## src/rtl/fetch_ctrl.sv

```systemverilog
// Instruction fetch controller: one outstanding imem request, PC hold/redirect control, decode handshake.
// Optional WAIT timeout with fetch_err pulse is enabled by defining FETCH_CTRL_TIMEOUT_EN.
module fetch_ctrl #(
  parameter int unsigned TIMEOUT_CYCLES = 16
) (
  input  logic        clk,
  input  logic        rst_n,
  input  logic [31:0] pc_in,
  output logic        hold,
  output logic        pc_sel,
  output logic [31:0] next_pc,
  input  logic        redirect_valid,
  input  logic [31:0] redirect_pc,
  output logic        imem_req,
  output logic [31:0] imem_addr,
  input  logic        imem_gnt,
  input  logic        imem_rvalid,
  input  logic [31:0] imem_rdata,
  output logic        if_valid,
  input  logic        if_ready,
  output logic [31:0] if_instr,
  output logic [31:0] if_pc,
  output logic        fetch_err
);

  typedef enum logic [1:0] {S_IDLE, S_REQ, S_WAIT, S_PEND} state_t;

  state_t state_q, state_d;
  logic   squash_q, squash_d;
  logic   cap_pc, cap_instr;
  logic   timeout;

  if (TIMEOUT_CYCLES == 0) begin : g_bad_timeout
    $error("fetch_ctrl: TIMEOUT_CYCLES must be at least 1");
  end

`ifdef FETCH_CTRL_TIMEOUT_EN
  localparam int unsigned CNT_W = (TIMEOUT_CYCLES > 1) ? $clog2(TIMEOUT_CYCLES) : 1;

  logic [CNT_W-1:0] wait_cnt_q;

  // The last WAIT cycle that may still see a response is TIMEOUT_CYCLES-1 after entry.
  assign timeout = (state_q == S_WAIT) && !imem_rvalid &&
                   (wait_cnt_q == CNT_W'(TIMEOUT_CYCLES - 1));

  always_ff @(posedge clk or negedge rst_n) begin
    if (!rst_n) begin
      wait_cnt_q <= '0;
      fetch_err  <= 1'b0;
    end else begin
      wait_cnt_q <= (state_q == S_WAIT && state_d == S_WAIT) ? wait_cnt_q + CNT_W'(1) : '0;
      fetch_err  <= timeout;
    end
  end
`else
  assign timeout   = 1'b0;
  assign fetch_err = 1'b0;
`endif

  always_ff @(posedge clk or negedge rst_n) begin
    if (!rst_n) begin
      state_q  <= S_IDLE;
      squash_q <= 1'b0;
    end else begin
      state_q  <= state_d;
      squash_q <= squash_d;
    end
  end

  // Fetched-instruction buffer: address at grant, data at an unsquashed response.
  always_ff @(posedge clk or negedge rst_n) begin
    if (!rst_n) begin
      if_pc    <= '0;
      if_instr <= '0;
    end else begin
      if (cap_pc)    if_pc    <= pc_in;
      if (cap_instr) if_instr <= imem_rdata;
    end
  end

  always_comb begin
    state_d   = state_q;
    squash_d  = squash_q;
    cap_pc    = 1'b0;
    cap_instr = 1'b0;
    hold      = 1'b1;
    pc_sel    = redirect_valid;
    next_pc   = redirect_pc;
    imem_req  = 1'b0;
    imem_addr = pc_in;
    if_valid  = 1'b0;

    unique case (state_q)
      S_IDLE: state_d = S_REQ;
      S_REQ: begin
        imem_req = 1'b1;
        // A redirect retires this address; the PC reloads before the next issue.
        if (!redirect_valid && imem_gnt) begin
          state_d  = S_WAIT;
          cap_pc   = 1'b1;
          squash_d = 1'b0;
        end
      end
      S_WAIT: begin
        if (imem_rvalid) begin
          squash_d = 1'b0;
          if (squash_q || redirect_valid) begin
            state_d = S_REQ;
          end else begin
            state_d   = S_PEND;
            cap_instr = 1'b1;
          end
        end else if (timeout) begin
          state_d  = S_REQ;
          squash_d = 1'b0;
        end else if (redirect_valid) begin
          squash_d = 1'b1;
        end
      end
      S_PEND: begin
        if_valid = 1'b1;
        if (redirect_valid || if_ready) state_d = S_REQ;
      end
      default: state_d = S_IDLE;
    endcase

    if (redirect_valid || (state_q == S_PEND && if_ready)) hold = 1'b0;
    if (!rst_n) hold = 1'b1;
  end

endmodule

```

## config.mk

```make
export PLATFORM = sky130hd
export DESIGN_NAME = fetch_ctrl
export DESIGN_NICKNAME = d
export VERILOG_FILES = /design/src/rtl/fetch_ctrl.sv
export SDC_FILE = /design/constraint.sdc
export NUM_CORES = 1
export LEC_CHECK = 0
export ABC_CLOCK_PERIOD_IN_PS = 4500
export CELL_PAD_IN_SITES_DETAIL_PLACEMENT = 1
export CELL_PAD_IN_SITES_GLOBAL_PLACEMENT = 2
export CORE_MARGIN = 1
export CORE_UTILIZATION = 23
export CTS_BUF_LIST = sky130_fd_sc_hd__clkbuf_8
export CTS_CLUSTER_DIAMETER = 100
export DETAILED_ROUTE_END_ITERATION = 8
export PLACE_DENSITY_LB_ADDON = 0.1
export SLEW_MARGIN = 20
export SYNTH_ARGS = -nofsm -noshare
export SYNTH_HDL_FRONTEND = slang
export SYNTH_SLANG_ARGS = --single-unit
```

## constraint.sdc

```tcl
create_clock -name clk -period 4.5 [get_ports clk]
set_clock_uncertainty 0.15 [all_clocks]
set_input_delay 0.9 -clock clk [delete_from_list [all_inputs] [get_ports clk]]
set_output_delay 0.9 -clock clk [all_outputs]
set_load 0.01 [all_outputs]
```

# After elaboration in Yosys (flattened, before gate mapping)
# Index checks and enable logic that the tools add are counted.
# Widths: inputs -> output; s select.
# op_classes
mux	18
n_eq_ne	7
n_reduce_logical	10
# ops
operator	n
$mux 1	12
$mux 2	4
$pmux 2 s4	1
$ne 2x2->1 const B	3
$reduce_and 3->1	2
$eq 2x2->1 const B	2
$logic_or 1x1->1	3
$ne 3x3->1 const B	1
$eq 2x1->1 const B	1
$logic_and 1x1->1	2
$logic_not 2->1	1
$pmux 1 s2	1
$reduce_bool 2->1	1
$logic_not 1->1	1
# word_totals
output_inout_bits	133
reg_bits	67
wordCells	39
inputBits	102

# Logic depth before layout (Yosys ltp)
# Gate-level depths: netlist (run 1).
# depth
word_depth	5
depth_mapped	7

# Worst setup path after synthesis (run 1)
# OpenSTA, ideal clock, no wires.
# synth_path
kind	input-to-output
startpoint	in redirect_valid
endpoint	out hold
arrival_ns	1.131
slack_ns	2.319
path_buffers	0
path_stages	2
path_cell_list	a21o_1 > nand2_1
# synth_between
elab_chain_len	3
# synth_rtl
element	line_no	text
start, declared	12	input logic redirect_valid,
$logic_or 1x1->1	127	if (redirect_valid || (state_q == S_PEND && if_ready)) hold = 1'b0;
$mux 1	127	
$mux 1	128	if (!rst_n) hold = 1'b1;
end, declared	9	output logic hold,
# No other way between the ends.

# Worst setup path after layout (run 1)
# Ends and elaborated chain as after synthesis.

==> flow_summary.toml, run 1 <==
[clocking]
post-cts-setup-buffers = 0
cts-root-buf = "clkbuf_8"
cts_resized = 0
clock_sinks = 67
cts_max_level = 3
clockBufferDepth = 2
cts_buffers = 9
cts-hold-fix-buffers = 0
clk_latency_ns = 0.35
cts_tree = "done"
path_clk_slew_ns = 0.07

[timing]
fmax_ghz = 0.3072
min_period_over_period = 0.7234
period_minus_slack_ns = 3.255
finalSetupViolCount = 0
relSlewSlack = 0.5867
fin_tns_setup_ns = 0
maxSlewViolCount = 0
hold_viol_final = 0
rsz0062_at_grt = "false"
worstMarginPinSlew_ns = 0.6200

[power]
power_mw = 2.983
ir_worst_vdd_uv = 197.7
power_density_nw_per_um2 = 615.0
p_leak_nw = 2.026

[worst_setup_path]
r2r-end = "if_instr[8]"
reg2regPathDepth = 5
slowest_stage = "clkdlybuf4s50_1"
reg2reg_slack_ns = 2.36
reg2reg_from = "state_q[0]"
critPathRequiredTime_ns = 3.45
slowest_delay_ns = 0.52
crit_path_end_kind = "primary output"
cp_max_fo = 7
arrival_ns = 2.21
crit_path_cell_trace = "clkdlybuf4s50_1 > a21o_1 > nand2_1 > clkdlybuf4s50_1"
start_kind = "input pin"
path_common_cell = "clkdlybuf4s50_1"
path_class = "in2out"

[hold_path]
hold_end = "if_pc[31]"
hold_depth = 1
hold_path_class = "reg2reg"
hp-start = "if_pc[31]"

[yosys]
syn_inst = 231
synth_mux_area_frac = 0.2555
synth_commonest_cells = "buf_4, dfrtp_1, mux2_2, mux2_4, ha_1"
synth_top_cell_by_area = "dfrtp_1"
synth_flop_cell = "dfrtp_1"
yosysSeqAreaShare = 0.5080
yosysWarnings = 0
ys_top_cells_by_area = "dfrtp_1, buf_4, mux2_4, mux2_2, ha_1"
synth_top_family_by_area = "multiplexers"
synthAdderAreaFrac = 0.01895
synthSimpleGateAreaFrac = 0.02047
ys_seq_elements = 67
synth_edf_count = 0
synth_fp_nets = 338
synthArstFlopShare = 1.000
synth_area_um2 = 3301
ys_types = 25
synth_compound_area_frac = 0.01403
yosysMostFrequentCell = "buf_4"
yosysTopAreaCellShare = 0.5080
synth_xor_area_frac = 0
syn_avg_cell_area_um2 = 14.29

[layout]
final_util = 0.3481
num-nets-final = 448
drive_gt1_frac = 0.2486
fillers = 1463
diodes = 0
instances_no_fill = 526
area_delta_synth_final_pct = 46.97

[detailed_routing]
via_count = 2046
via_per_inst = 3.890
drt_pass1_iterations = 3
drt-initial-drc-count = 38
route.detailed.drc = 0
ant_nets = 0
drt_wl_total_um = 8083
wl_per_cell_um = 15.37

[floorplan]
core_area_um2 = 13930
start_util = 0.2369
die_area_um2 = 14830
io_pins = 235
fp.dieH_um = 121.8
rows = 43
fp.dieW_um = 121.8

[placement]
port_buffers = 169
placed_cells = 510
gp_congestion = 0.6628
dp_hpwl_um = 5872

[job]
cap_violations = 0

[global_route]
antenna_found_initial = 0
grt_pass1_vias = 2129
overflow = 0
grtUsageTotal = 0.1134
grt_pass1_wl_um = 12280
grt_max_degree = 41

[status]
status = "finished clean"
-- state kept, by name (all words and copies together), names as in the netlist --
name      count
squash_q      1
state_q       2
if_pc        32
if_instr     32
-- cell families after synthesis --
| kind of cell | Yosys count |
|---|---|
| AOI/OAI and AO/OA | 7 |
| adders and majority gates | 5 |
| buffers and inverters | 76 |
| DFF | 67 |
| muxes | 65 |
| other | 1 |
| and+or+nand+nor | 10 |
-- per-layer routing --
| metal | routed length (um) | track usage | vias to the layer above |
|---|---|---|---|
| met4 | 157 | 0.05787 | 0 |
| met5 | 0 | 0 | - |
| met2 | 3957 | 0.1773 | 81 |
| met1 | 3319 | 0.1358 | 1019 |
| li1 | - | - | 927 |
| met3 | 647 | 0.04213 | 19 |
-- layout by cell type, fill, tap and decap left out, drive strengths merged --
master,count
mux2i,1
nor2b,2
clkinv,1
ha,5
o32ai,1
clkbuf,10
nor3,1
buf,4
o21bai,1
nor2,1
mux2,64
inv,3
and2,1
nand2b,1
clkdlybuf4s50,168
conb,1
a211oi,1
nand3b,1
dfrtp,67
a21o,1
clkinvlp,4
o21ai,2
a21oi,1
bufinv,1
nor3b,2
nand2,1
-- critical path: cells and delay by family --
kind	cells	cell delay (ns)
buffers and inverters	2	1.04
AOI/OAI and AO/OA	1	0.21
and+or+nand+nor	1	0.06
-- layout make-up --
type	instances	area [um^2]	share of cell area
Inverter	3	11.26	0.002321
Clock inverter	6	65.06	0.01341
Clock buffer	10	137.6	0.02837
Tap cell	180	225.2	0.04643
Timing Repair Buffer	172	1712	0.3528
Multi-Input combinational cell	88	1023	0.2110
Sequential cell	67	1677	0.3456
-- worst max path at each step --
| stage | start | end | slack [ns] | cells past startpoint |
|---|---|---|---|---|
| 3_5_place_dp | redirect_valid | hold | 1.24 | 4 |
| 3_3_place_gp | redirect_valid | hold | 1.27 | 4 |
| 5_1_grt | redirect_valid | hold | 1.16 | 4 |
| 6_report | redirect_valid | hold | 1.24 | 4 |
| 4_1_cts | redirect_valid | hold | 1.23 | 4 |
| 2_1_floorplan | redirect_valid | hold | 2.32 | 2 |
-- where the power goes --
part / internal (mW) / switching, mW
clock network: 0.270 / 0.250
logic: 0.926 / 0.480
registers: 0.904 / 0.153
-- per-stage QoR --
stage | hold WS [ns] | worst slack (ns) | instance area, um^2
after floorplan | 0.3695 | 2.319 | 3301
after global placement | 0.3369 | 1.271 | 4648
after detailed placement | 0.3421 | 1.242 | 4648
after CTS | 0.3598 | 1.229 | 4851
after global routing | 0.3688 | 1.157 | 4851
final | 0.3538 | 1.245 | 4851
Note: power is estimated with default switching activity, not from simulation.
==> run 2: changes to the inputs <==
--- a/config.mk
+++ b/config.mk
@@ -5,11 +5,11 @@
 export SDC_FILE = /design/constraint.sdc
 export NUM_CORES = 1
 export LEC_CHECK = 0
-export ABC_CLOCK_PERIOD_IN_PS = 4500
+export ABC_CLOCK_PERIOD_IN_PS = 3100
 export CELL_PAD_IN_SITES_DETAIL_PLACEMENT = 1
 export CELL_PAD_IN_SITES_GLOBAL_PLACEMENT = 2
 export CORE_MARGIN = 1
-export CORE_UTILIZATION = 23
+export CORE_UTILIZATION = 21
 export CTS_BUF_LIST = sky130_fd_sc_hd__clkbuf_8
 export CTS_CLUSTER_DIAMETER = 100
 export DETAILED_ROUTE_END_ITERATION = 8
==> constraint.sdc (replaced) <==
create_clock -name clk -period 3.1 [get_ports clk]
set_clock_uncertainty 0.15 [all_clocks]
set_input_delay 0.62 -clock clk [delete_from_list [all_inputs] [get_ports clk]]
set_output_delay 0.62 -clock clk [all_outputs]
set_load 0.01 [all_outputs]
==> flow_summary.toml, run 2 (same netlist as run 1, synthesis figures left out) <==
[timing]
finalSetupViolCount = 0
min_period_over_period = 0.8672
period_minus_slack_ns = 2.688
worstMarginPinSlew_ns = 0.7995
finalWorstSetupSlack_ns = 0.4116
fmax_ghz = 0.3720
whs_ns = 0.07706
hold_viol_final = 0
relSlewSlack = 0.4670
rsz0062_at_grt = "false"
maxSlewViolCount = 0
fin_tns_setup_ns = 0

[floorplan]
core_area_um2 = 15260
rows = 45
io_pins = 235
die_area_um2 = 16220
fp.dieW_um = 127.4
fp.dieH_um = 127.4
start_util = 0.2163

[placement]
gp_congestion = 0.6798
port_buffers = 169
dp_hpwl_um = 6195
place_ws_ns = 0.4167

[detailed_routing]
drt_pass1_iterations = 4
ant_nets = 0
via_count = 2060
route.detailed.drc = 0
via_per_inst = 3.685
wl_per_cell_um = 15.10
drt_wl_total_um = 8439
drt-initial-drc-count = 40

[layout]
drive_gt1_frac = 0.2500
reg.largest.list = "if_instr (32), if_pc (32), state_q (2)"
final_common_cell = "clkdlybuf4s50_1"
multi_input_area_um2 = 1023
fillers = 1616
num-nets-final = 450
area_delta_synth_final_pct = 48.22
final_util = 0.3206
layout_common_cells = "clkdlybuf4s50_1, dfrtp_1, mux2_2"
diodes = 0
regArea_um2 = 1677

[global_route]
grt_pass1_vias = 2207
grt_pass1_wl_um = 12840
antenna_found_initial = 0
overflow = 0
grt_max_degree = 58
grtUsageTotal = 0.1086

[clocking]
path_clk_slew_ns = 0.08
cts_max_level = 3
clk_latency_ns = 0.36
post-cts-setup-buffers = 0
cts-hold-fix-buffers = 0
cts_resized = 0
clock_sinks = 67
cts-root-buf = "clkbuf_8"
cts_buffers = 9
clockBufferDepth = 2
cts_tree = "done"

[worst_setup_path]
reg2regPathDepth = 6
path_common_cell = "clkdlybuf4s50_1"
reg2reg_from = "state_q[0]"
critPathRequiredTime_ns = 2.33
path_class = "in2out"
crit_path_end_kind = "primary output"
crit_path_cell_trace = "clkdlybuf4s50_1 > a21o_1 > nand2_1 > clkdlybuf4s50_1"
slowest_stage = "clkdlybuf4s50_1"
start_kind = "input pin"
arrival_ns = 1.92
slowest_delay_ns = 0.53
critPathLaunch = "redirect_valid"
cp_max_fo = 7

[hold_path]
hold_path_class = "in2async"

[status]
status = "finished clean"

[power]
ir_worst_vdd_uv = 257.2
power_density_nw_per_um2 = 871.9
p_leak_nw = 2.041

[job]
cap_violations = 0
run 2: changes by cell type in the layout (fill, tap and decap cells not counted), sizes merged:
cell and delta:
bufinv -1, clkinv +1, clkbuf +1, clkinvlp -2, inv +1, buf +2
run 2: report_power, final:
group	total [mW]	switching, mW	leakage, nW	internal [mW]
logic	2.04	0.695	1.13	1.35
clock network	0.682	0.354	0.0925	0.328
registers	1.54	0.228	0.821	1.31
run 2: layout make-up:
cell class                 instances  area share
timing repair buffer             174      0.3550
sequential                        67      0.3427
multi-input combinational         88      0.2092
tap                              211     0.05396
clock buffer                      11     0.03095
clock inverter                     5    0.005882
inverter                           3    0.002302
run 2: final timing paths:
| check | to | slack [ns] |
|---|---|---|
| min in group clk | if_pc[31] | 0.35 |
| hold / removal | if_pc[20] | 0.08 |
| setup / recovery | hold | 0.41 |
| hold reg to reg | if_pc[31] | 0.35 |
| setup reg to reg | if_instr[24] | 1.07 |
| max in group asynchronous | if_pc[23] | 1.70 |
run 2: critical path: cells and delay by family:
kind | cells | cell delay (ns)
AOI/OAI and AO/OA | 1 | 0.20
buffers and inverters | 2 | 1.05
and+or+nand+nor | 1 | 0.06
run 2: metrics by stage:
step	total power [mW]	std cells	instance area, um^2
after CTS	4.372	559	4892
after global routing	4.560	559	4892
after detailed placement	3.643	543	4712
final	4.265	559	4892
after global placement	3.627	543	4712
after floorplan	2.509	231	3301
run 2: metal layers:
layer / GRT usage / share of wire / vias up / wire (um)
met1: 0.1282 / 0.41 / 1024 / 3450
met5: 0 / 0 / - / 0
met2: 0.1768 / 0.51 / 84 / 4306
met4: 0.06723 / 0.025 / 0 / 215
met3: 0.02806 / 0.055 / 16 / 466
li1: - / - / 936 / -
==> run 3: changes to the inputs <==
--- a/config.mk
+++ b/config.mk
@@ -14,7 +14,7 @@
 export CTS_CLUSTER_DIAMETER = 100
 export DETAILED_ROUTE_END_ITERATION = 8
 export PLACE_DENSITY_LB_ADDON = 0.1
-export SLEW_MARGIN = 20
+export SLEW_MARGIN = 0
 export SYNTH_ARGS = -nofsm -noshare
 export SYNTH_HDL_FRONTEND = slang
 export SYNTH_SLANG_ARGS = --single-unit
==> constraint.sdc (replaced) <==
create_clock -name clk -period 3.1 [get_ports clk]
set_clock_uncertainty 0.15 [all_clocks]
set_input_delay 0.31 -clock clk [delete_from_list [all_inputs] [get_ports clk]]
set_output_delay 0.31 -clock clk [all_outputs]
set_load 0.01 [all_outputs]
==> flow_summary.toml, run 3 (same netlist as run 1, synthesis figures left out) <==
[status]
status = "finished clean"

[clocking]
clockBufferDepth = 2
post-cts-setup-buffers = 0
path_clk_slew_ns = 0.08
clk_latency_ns = 0.35
cts_max_level = 3
cts-hold-fix-buffers = 1
cts_resized = 0
cts_tree = "done"
cts-root-buf = "clkbuf_8"
clock_sinks = 67
cts_buffers = 9

[detailed_routing]
via_per_inst = 3.637
via_count = 2026
ant_nets = 0
drt-initial-drc-count = 52
drt_pass1_iterations = 3
wl_per_cell_um = 15.08
route.detailed.drc = 0
drt_wl_total_um = 8400

[worst_setup_path]
critPathRequiredTime_ns = 2.64
crit_family = "buffers and inverters"
slowest_delay_ns = 0.54
slowest_stage = "clkdlybuf4s50_1"
arrival_ns = 1.81
cp_max_fo = 4
crit_path_end_kind = "primary output"
reg2reg_slack_ns = 0.95
start_kind = "flop"
critPathBufInv = 1
crit_path_cell_trace = "ha_1 > a21o_1 > nand2_1 > clkdlybuf4s50_1"
path_class = "reg2out"

[layout]
layout_common_cells = "clkdlybuf4s50_1, dfrtp_1, mux2_2"
reg.largest.list = "if_instr (32), if_pc (32), state_q (2)"
num-nets-final = 448
drive_gt1_frac = 0.2428
diodes = 0
final_common_cell = "clkdlybuf4s50_1"
area_delta_synth_final_pct = 48.60
instances_no_fill = 557

[job]
cap_violations = 0

[floorplan]
core_area_um2 = 15260
fp.dieW_um = 127.4
io_pins = 235
start_util = 0.2163
rows = 45
die_area_um2 = 16220
fp.dieH_um = 127.4

[timing]
worstMarginPinSlew_ns = 0.7995
hold_viol_final = 0
maxSlewViolCount = 0
period_minus_slack_ns = 2.275
fmax_ghz = 0.4396
relSlewSlack = 0.4670
fin_tns_setup_ns = 0
min_period_over_period = 0.7339
finalSetupViolCount = 0
rsz0062_at_grt = "false"

[placement]
placed_cells = 540
port_buffers = 169
gp_congestion = 0.6549
dp_hpwl_um = 6102

[global_route]
grt_pass1_wl_um = 12860
grt_max_degree = 59
overflow = 0
grtUsageTotal = 0.1085
grt_pass1_vias = 2122
antenna_found_initial = 0

[power]
power_density_nw_per_um2 = 898.3
ir_worst_vdd_uv = 317.0
p_leak_nw = 2.045

[hold_path]
hold_path_class = "in2async"
-- run 3: path summary, 6_finish.rpt --
kind,from,to,depth (start not counted)
worst max-delay path,state_q[0],hold,4
worst min-delay path,rst_n,if_pc[19],2
worst max register to register,state_q[0],if_instr[8],5
worst min register to register,if_pc[10],if_pc[10],1
max in group asynchronous,rst_n,state_q[1],3
min in group clk,if_pc[10],if_pc[10],1
-- run 3: per-layer routing --
metal | vias to the layer above | global-route usage | routed length, um
li1 | 930 | - | -
met1 | 1002 | 0.1245 | 3252
met2 | 84 | 0.1813 | 4493
met3 | 10 | 0.04146 | 536
met4 | 0 | 0.04412 | 118
met5 | - | 0 | 0
-- run 3: worst register-to-register path, stage by stage, from the launching register on --
cell	delay, ns
dfrtp_1	0.43
inv_1	0.11
ha_1	0.15
nor3b_2	0.20
and2_4	0.57
mux2_2	0.42
-- run 3: final cells by class --
| cell class | count | area [um^2] |
|---|---|---|
| repair buffers | 172 | 1712 |
| flip-flops and latches | 67 | 1677 |
| fillers | 1647 | 10350 |
| well taps | 211 | 264.0 |
| multi-input cells | 88 | 1023 |
| clock buffers | 9 | 123.9 |
| inverters | 3 | 11.26 |
| clock inverters | 7 | 93.84 |
-- run 3: per-stage QoR --
step                      hold WS, ns  area (um^2)  utilization  setup slack (ns)  total power [mW]
after floorplan               -0.1356         3301            -             1.340             2.509
after global placement        0.07319         4677       0.3065            0.7740             3.622
after detailed placement      0.06536         4677       0.3065            0.6984             3.647
after CTS                      0.2029         4905       0.3214            0.7770             4.511
after global routing           0.2020         4905       0.3214            0.7099             4.701
final                          0.2135         4905       0.3214            0.8251             4.406
-- run 3: report_power, final --
part           internal (mW)  switching, mW
sequential              1.31          0.235
combinational           1.34          0.699
clock                  0.451          0.364
total                   3.11           1.30
